### src/rtl/complex_counter_n.sv
// WIDTH-bit multi-sequence counter: up/down/gray/bcd/johnson/ring/pingpong/hold,
// with enabled parallel load, combinational terminal-count flag and registered wrap pulse.
module complex_counter_n #(
    parameter int unsigned WIDTH      = 8,
    parameter logic [2:0]  RESET_MODE = 3'd0
) (
    input  logic             Clk,
    input  logic             nReset,
    input  logic             Enable,
    input  logic [2:0]       Mode,
    input  logic             Load,
    input  logic [WIDTH-1:0] LoadValue,
    output logic [WIDTH-1:0] Count,
    output logic [2:0]       ActiveMode,
    output logic             TC,
    output logic             Wrap
);

    typedef enum logic [2:0] {
        M_UP   = 3'd0,
        M_DOWN = 3'd1,
        M_GRAY = 3'd2,
        M_BCD  = 3'd3,
        M_JOHN = 3'd4,
        M_RING = 3'd5,
        M_PING = 3'd6,
        M_HOLD = 3'd7
    } mode_e;

    localparam int unsigned      NDIG = WIDTH / 4;
    localparam logic [WIDTH-1:0] ONES = '1;
    localparam logic [WIDTH-1:0] ZERO = '0;
    localparam logic [WIDTH-1:0] ONE  = WIDTH'(1);
    localparam logic [WIDTH-1:0] MSB  = ONE << (WIDTH - 1);

    logic [WIDTH-1:0] count_q, count_d;
    logic [WIDTH-1:0] bin_q, bin_d;
    mode_e            mode_q, mode_d;
    logic             dir_up_q, dir_up_d;
    logic             wrap_q, wrap_d;

    logic             tc_c;
    logic             all_nines_c;
    logic             bcd_carry_c;
    logic [WIDTH-1:0] bcd_next_c;
    logic [WIDTH-1:0] bin_inc_c;
    logic [WIDTH-1:0] step_cnt_c;
    logic [WIDTH-1:0] step_bin_c;
    logic             step_dir_c;
    logic [WIDTH-1:0] seed_cnt_c;
    logic [WIDTH-1:0] seed_bin_c;
    mode_e            req_mode_c;

    assign req_mode_c = mode_e'(Mode);
    assign bin_inc_c  = bin_q + ONE;

    // Decimal ripple increment; any digit >= 9 rolls to 0 and carries onward.
    always_comb begin
        all_nines_c = 1'b1;
        bcd_carry_c = 1'b1;
        bcd_next_c  = count_q;
        for (int i = 0; i < int'(NDIG); i++) begin
            if (count_q[4*i +: 4] != 4'd9) all_nines_c = 1'b0;
            if (bcd_carry_c) begin
                if (count_q[4*i +: 4] >= 4'd9) begin
                    bcd_next_c[4*i +: 4] = 4'd0;
                end else begin
                    bcd_next_c[4*i +: 4] = count_q[4*i +: 4] + 4'd1;
                    bcd_carry_c          = 1'b0;
                end
            end
        end
    end

    // Terminal value of the sequence currently in effect.
    always_comb begin
        tc_c = 1'b0;
        unique case (mode_q)
            M_UP:    tc_c = (count_q == ONES);
            M_DOWN:  tc_c = (count_q == ZERO);
            M_GRAY:  tc_c = (bin_q == ONES);
            M_BCD:   tc_c = all_nines_c;
            M_JOHN:  tc_c = (count_q == MSB);
            M_RING:  tc_c = (count_q == MSB);
            M_PING:  tc_c = (dir_up_q && count_q == ONES) || (!dir_up_q && count_q == ZERO);
            M_HOLD:  tc_c = 1'b0;
            default: tc_c = 1'b0;
        endcase
    end

    // One step of the active sequence.
    always_comb begin
        step_cnt_c = count_q;
        step_dir_c = dir_up_q;
        unique case (mode_q)
            M_UP:    step_cnt_c = count_q + ONE;
            M_DOWN:  step_cnt_c = count_q - ONE;
            M_GRAY:  step_cnt_c = bin_inc_c ^ (bin_inc_c >> 1);
            M_BCD:   step_cnt_c = bcd_next_c;
            M_JOHN:  step_cnt_c = {count_q[WIDTH-2:0], ~count_q[WIDTH-1]};
            M_RING:  step_cnt_c = (count_q == ZERO) ? ONE : {count_q[WIDTH-2:0], count_q[WIDTH-1]};
            M_PING: begin
                if (dir_up_q) begin
                    if (count_q == ONES) begin
                        step_cnt_c = count_q - ONE;
                        step_dir_c = 1'b0;
                    end else begin
                        step_cnt_c = count_q + ONE;
                    end
                end else begin
                    if (count_q == ZERO) begin
                        step_cnt_c = count_q + ONE;
                        step_dir_c = 1'b1;
                    end else begin
                        step_cnt_c = count_q - ONE;
                    end
                end
            end
            M_HOLD:  step_cnt_c = count_q;
            default: step_cnt_c = count_q;
        endcase
        step_bin_c = (mode_q == M_GRAY) ? bin_inc_c : step_cnt_c;
    end

    // Starting value when switching into a new sequence.
    always_comb begin
        seed_cnt_c = ZERO;
        seed_bin_c = ZERO;
        unique case (req_mode_c)
            M_DOWN: begin
                seed_cnt_c = ONES;
                seed_bin_c = ONES;
            end
            M_RING: begin
                seed_cnt_c = ONE;
                seed_bin_c = ONE;
            end
            M_HOLD: begin
                seed_cnt_c = count_q;
                seed_bin_c = bin_q;
            end
            default: begin
                seed_cnt_c = ZERO;
                seed_bin_c = ZERO;
            end
        endcase
    end

    // Next state: load beats mode change beats step.
    always_comb begin
        count_d  = count_q;
        bin_d    = bin_q;
        mode_d   = mode_q;
        dir_up_d = dir_up_q;
        wrap_d   = 1'b0;
        if (Enable) begin
            if (Load) begin
                bin_d    = LoadValue;
                mode_d   = req_mode_c;
                dir_up_d = 1'b1;
                count_d  = (req_mode_c == M_GRAY) ? (LoadValue ^ (LoadValue >> 1)) : LoadValue;
            end else if (req_mode_c != mode_q) begin
                mode_d   = req_mode_c;
                count_d  = seed_cnt_c;
                bin_d    = seed_bin_c;
                dir_up_d = 1'b1;
            end else begin
                count_d  = step_cnt_c;
                bin_d    = step_bin_c;
                dir_up_d = step_dir_c;
                wrap_d   = tc_c;
            end
        end
    end

    always_ff @(posedge Clk or negedge nReset) begin
        if (!nReset) begin
            count_q  <= (RESET_MODE == 3'd5) ? ONE : ZERO;
            bin_q    <= ZERO;
            mode_q   <= mode_e'(RESET_MODE);
            dir_up_q <= 1'b1;
            wrap_q   <= 1'b0;
        end else begin
            count_q  <= count_d;
            bin_q    <= bin_d;
            mode_q   <= mode_d;
            dir_up_q <= dir_up_d;
            wrap_q   <= wrap_d;
        end
    end

    assign Count      = count_q;
    assign ActiveMode = mode_q;
    assign TC         = tc_c;
    assign Wrap       = wrap_q;

endmodule

### config.mk
export PLATFORM = sky130hd
export DESIGN_NAME = complex_counter_n
export DESIGN_NICKNAME = d
export VERILOG_FILES = /design/src/rtl/complex_counter_n.sv
export SDC_FILE = /design/constraint.sdc
export NUM_CORES = 1
export LEC_CHECK = 0
export ABC_CLOCK_PERIOD_IN_PS = 2600
export CORE_MARGIN = 2
export CORE_UTILIZATION = 54
export CTS_BUF_LIST = sky130_fd_sc_hd__clkbuf_2 sky130_fd_sc_hd__clkbuf_4 sky130_fd_sc_hd__clkbuf_8
export DETAILED_ROUTE_END_ITERATION = 10
export PLACE_DENSITY = 0.76
export SYNTH_ARGS = -nofsm -noshare
export SYNTH_HDL_FRONTEND = slang
export SYNTH_SLANG_ARGS = --single-unit
### constraint.sdc
create_clock -name Clk -period 2.6 [get_ports Clk]
set_input_delay 0.78 -clock Clk [delete_from_list [all_inputs] [get_ports Clk]]
set_output_delay 0.78 -clock Clk [all_outputs]
set_load 0.02 [all_outputs]
======== Yosys cells after proc, flatten, opt, wreduce, memory -nomap -nowiden ========
Cells that the tools add are included.
cells by class
  add/sub/neg operators ................... 5
  multipliers ............................. 0
  divide/modulo/power cells ............... 0
  magnitude comparators ................... 2
  equal/unequal tests ..................... 18
  shift operators ......................... 0
  mux-type cells .......................... 30
  bitwise logic cells ..................... 3
  reductions and logical operators ........ 12
operators by type and width
  cell                 number
  $mux 8               10
  $pmux 8 s8           1
  $eq 8x8->1 const B   3
  $pmux 8 s3           1
  $eq 3x3->1 const B   6
  $add 8x1->8 const B  2
  $xor 8x7->8          2
  $mux 1               12
  $mux 4               3
  $eq 3x2->1 const B   3
  $add 4x1->4 const B  2
  $ge 4x4->1 const B   2
  $logic_not 8->1      1
  $ne 4x4->1 const B   2
  $sub 8x1->8 const B  1
  $pmux 1 s7           1
  $eq 3x1->1 const B   2
  $mux 3               2
  $reduce_and 2->1     3
  $logic_not 3->1      1
  $ne 3x3->1           1
  $ne 3x3->1 const B   1
  $reduce_bool 3->1    1
  $logic_and 1x1->1    2
  other kinds (5)      5
word-level totals
  bits in registers ....................... 21
  latch bits .............................. 0
  memory bits (writable) .................. 0
  memory bits (read-only) ................. 0
  input port bits ......................... 15
  output and inout port bits .............. 13
  word-level logic and storage cells ...... 75
  memories ................................ 0

======== Longest topological paths before layout ========
  depth after elaboration ................. 7
  mapped depth ............................ 9
  mapped depth without buffers ............ 8

======== Least setup slack after synthesis ========
OpenSTA, ideal clock, no wires.
  path type ............................... register to output
  start ................................... register count_q[4], in the netlist Count[4]
  end ..................................... output port TC
  arrival ................................. 2.257 ns
  required time ........................... 1.820 ns
  path slack .............................. -0.437 ns
  stages on the path, launching flop included .. 9
  buffers on the path ..................... 1
  cell sequence ........................... dfrtp_1 -> clkbuf_1 -> inv_1 -> ha_1 -> nor3b_1 -> nand2_1 -> nand2_1 -> a221oi_1 -> a22oi_1
on the way
  word-level cells in the longest chain between the ends .. 4
  elaborated cells between the ends (all ways) .. 9
  classes of those cells .................. eq/ne (3); mux (2); reduce/logical (4)
RTL lines
  what                                           RTL line    text
  start: declaration                             36          logic [WIDTH-1:0] count_q, count_d;
  start signal: assignment                       178         count_q <= (RESET_MODE == 3'd5) ? ONE : ZERO;
  start signal: assignment                       184         count_q <= count_d;
  $eq 8x8->1 or $logic_not 8->1 (tied branches)  79, 85, 80
  $logic_and 1x1->1                              85          M_PING: tc_c = (dir_up_q && count_q == ONES) || (!dir_up_q && count_q == ZERO);
  $logic_or 1x1->1                               85
  $pmux 1 s7 *                                   78          unique case (mode_q)
  end: declaration                               15          output logic TC,
Every way passes the cells marked *; elsewhere a longest branch is shown, timed or not.

======== Worst setup path in the final report ========
  start ................................... register count_q[5], in the netlist Count[5]
  end ..................................... output port TC
The elaborated chain is that of the path after synthesis.

==> run summary <==
Num CTS Buffers = 3
CTS Sinks = 21
Max Clock Freq = 369 MHz
NumNets Final = 466
PortBufs = 27
# DRC = 0
First-pass GRT wire length = 14.9 mm
Hold Path Class = reg -> reg
Initial Util = 0.552
RSZ-0062 raised after global routing = true
Post-synth cell types = 77
CP endpoint kind = output pin
Sw Share = 0.435
Initial antenna violation count = 0
DIE WIDTH = 75.8 um
Vias = 3239
Mean Syn Cell Area = 7.57 um2
Fin util = 0.717
Max cap viols = 0
Pins Over Slew Limit = 0
Hold path cells = 3
DP Area = 3550 um2
Core box area = 5040 um2
Final hold vios = 0
NetSw = 0.000744 W
Vias/cell = 6.33
Design area = 3610 um2
Final period util = 1.04
Post-synth top area cell = dfrtp_1
Min Tclk post-route = 2.71 ns
H-tree depth = 1
WL final = 9.64 mm
Worst skew pair latency = 0.26 ns
Seq/Total Area, Yosys = 0.189
PwrDens = 474 nW/um2
GRT overflow = 0
Most common cell after layout, fill and taps aside = buf_4
Comb power frac = 0.619
Hold EP = dir_up_q
Wire per inst = 18.8 um
Hold path start = dir_up_q
Syn nets = 391
Reg-to-Reg Start = Count[0]
CTS root buf = clkbuf_8
Share of layout cells above drive strength 1 = 0.260
TritonCTS clock tree = yes
Setup ws final = -0.109 ns
Die area = 5750 um2
Req. time, crit path = 1.82 ns
Cells after synthesis = 368
Sequential share of power = 0.245
Num rows = 26
Maximum vdd ir drop = 0.000377 V
N_diodes = 0
Worst path cell trace = inv_2 > ha_1 > and4b_1 > a32oi_1 > nor3_1 > a221oi_1 > a22oi_2 > buf_6
CP max stage delay = 0.40 ns
Detailed Place HPWL = 7.63 mm
Mapped Area = 2790 um2
Synth warnings = 0
Internal Power = 0.000968 W
Worst slew pin tran = 0.546 ns
Synth area leaders = dfrtp_1, xnor2_1, a21oi_1, nand2_1, nor2_1
Top FF cell, synth = dfrtp_1
Worst Clk Skew = 0.00801 ns
Routability congestion estimate from global placement = 0.972
Detailed Route Iter0 Violations = 292
Clock transition at path regs = 0.09 ns
Pleak = 1.47 nW
Remaining antenna violation count = 0
Hold_buf cts = 0
Critical Path Start Type = register
# IOs = 28
Failing checks = setup timing
Pre-antenna DRT Iters = 5
RR Endpoint = Count[0]
Worst reg2reg path depth = 9
R2R setup slack = 0.17 ns
Register bit total from synthesis = 21
# fillers = 409
Most frequent cells in the layout = buf_4, nand2_1, a21oi_1, nor2_1, clkdlybuf4s50_1
Multi-input logic area = 2060 um2
GRT Total Usage = 0.347
Async SR Flop Fraction = 1.00
Slew Limit Headroom = 0.634
Clk buf depth = 2
Slowest CP cell = dfrtp_1
Synth top area share = 0.180
Post-synth EDFFs = 0
DP Worst Slack = -0.324 ns
Hold slack final = 0.678 ns
Clock power frac = 0.136
Area growth, synth to finish = 29.7%
Sequential cell area = 529 um2
Largest net degree at the start of global routing = 22
Status = finished with violations
Vias in the first global route = 2922
Endpoints failing setup = 1
Crit path max fanout = 4
Class of the most critical setup path = reg -> out
Chip height = 75.8 um
CP arrival = 1.93 ns
## cell usage after synthesis (5+ instances only)
cell type and instances:
ha_1 8, nand2b_1 5, o22ai_1 7, dfrtp_1 20, buf_4 6, a31oi_1 9, nand2_1 35, xor2_1 8
clkbuf_1 15, a221oi_1 5, a21oi_1 30, nor2_1 29, inv_1 12, nor3_1 9, a211oi_1 6, buf_2 6
nand3_1 12, o21ai_0 18, xnor2_1 22
## logic make-up after synthesis
kind of cell             count (synthesis)  synth area share
AND/OR/NAND/NOR                        138             0.282
AO/OA/AOI/OAI                          122             0.298
buffers and inverters                   45            0.0809
XOR/XNOR                                31             0.102
flip-flops                              21             0.189
adder cells (fa/ha/maj)                  8            0.0359
multiplexers                             3            0.0117
## sequential cells by signal (all words and copies together) (netlist names)
signal and flops:
Count 8, bin_q 8, dir_up_q 1, ActiveMode 3, Wrap 1
## worst max-delay path, delay by kind of cell, from the launching register on
family | cells | cell delay (ns)
compound gates | 3 | 0.57
fa+ha+maj | 1 | 0.21
buf+inv | 2 | 0.23
flops | 1 | 0.40
simple gates | 2 | 0.27
## worst max path at each step
stage,startpoint,to,slack (ns),depth (start not counted)
floorplan,Count[0],TC,0.009,8
global placement,Count[1],TC,-0.28,8
detailed placement,Count[1],TC,-0.32,8
CTS,Count[0],TC,-0.11,8
global route,Count[1],TC,-0.22,8
finish,Count[5],TC,-0.11,8
## layout make-up
class,count,area share
Timing Repair Buffer,102,0.231
Sequential cell,21,0.146
Multi-Input combinational cell,302,0.571
Clock buffer,4,0.0135
Tap cell,70,0.0242
Inverter,13,0.0135
## power groups by stage
stage | Sequential [W] | Clock [W] | Combinational [W]
after floorplan | 0.000443 | 0 | 0.000617
after global placement | 0.000422 | 0 | 0.00102
after detailed placement | 0.000424 | 0 | 0.00103
after CTS | 0.000418 | 0.000234 | 0.00104
after global routing | 0.000425 | 0.000248 | 0.00114
final | 0.000420 | 0.000232 | 0.00106
## repair_timing
item                                    4_1_cts  5_1_grt
endpoints found under the hold margin         0        0
setup buffers                                 1        0
pin swaps                                     3        1
resized for setup                             8        2
endpoints found under the setup margin        1        1
## per-layer routing
layer | vias to the layer above | track usage | share of wire
met5 | - | 0 | 0
met4 | 0 | 0.111 | 0.023
met3 | 26 | 0.0476 | 0.071
met2 | 153 | 0.561 | 0.48
met1 | 1549 | 0.478 | 0.42
li1 | 1511 | - | -
## stage by stage
stage / TNS (ns) / total power (W) / std cells
6_report: -0.109 / 0.00171 / 512
5_1_grt: -0.220 / 0.00181 / 512
4_1_cts: -0.112 / 0.00169 / 512
3_5_place_dp: -1.15 / 0.00145 / 507
3_3_place_gp: -0.703 / 0.00144 / 507
2_1_floorplan: 0 / 0.00106 / 368
Note: power is estimated with default switching activity, not from simulation.
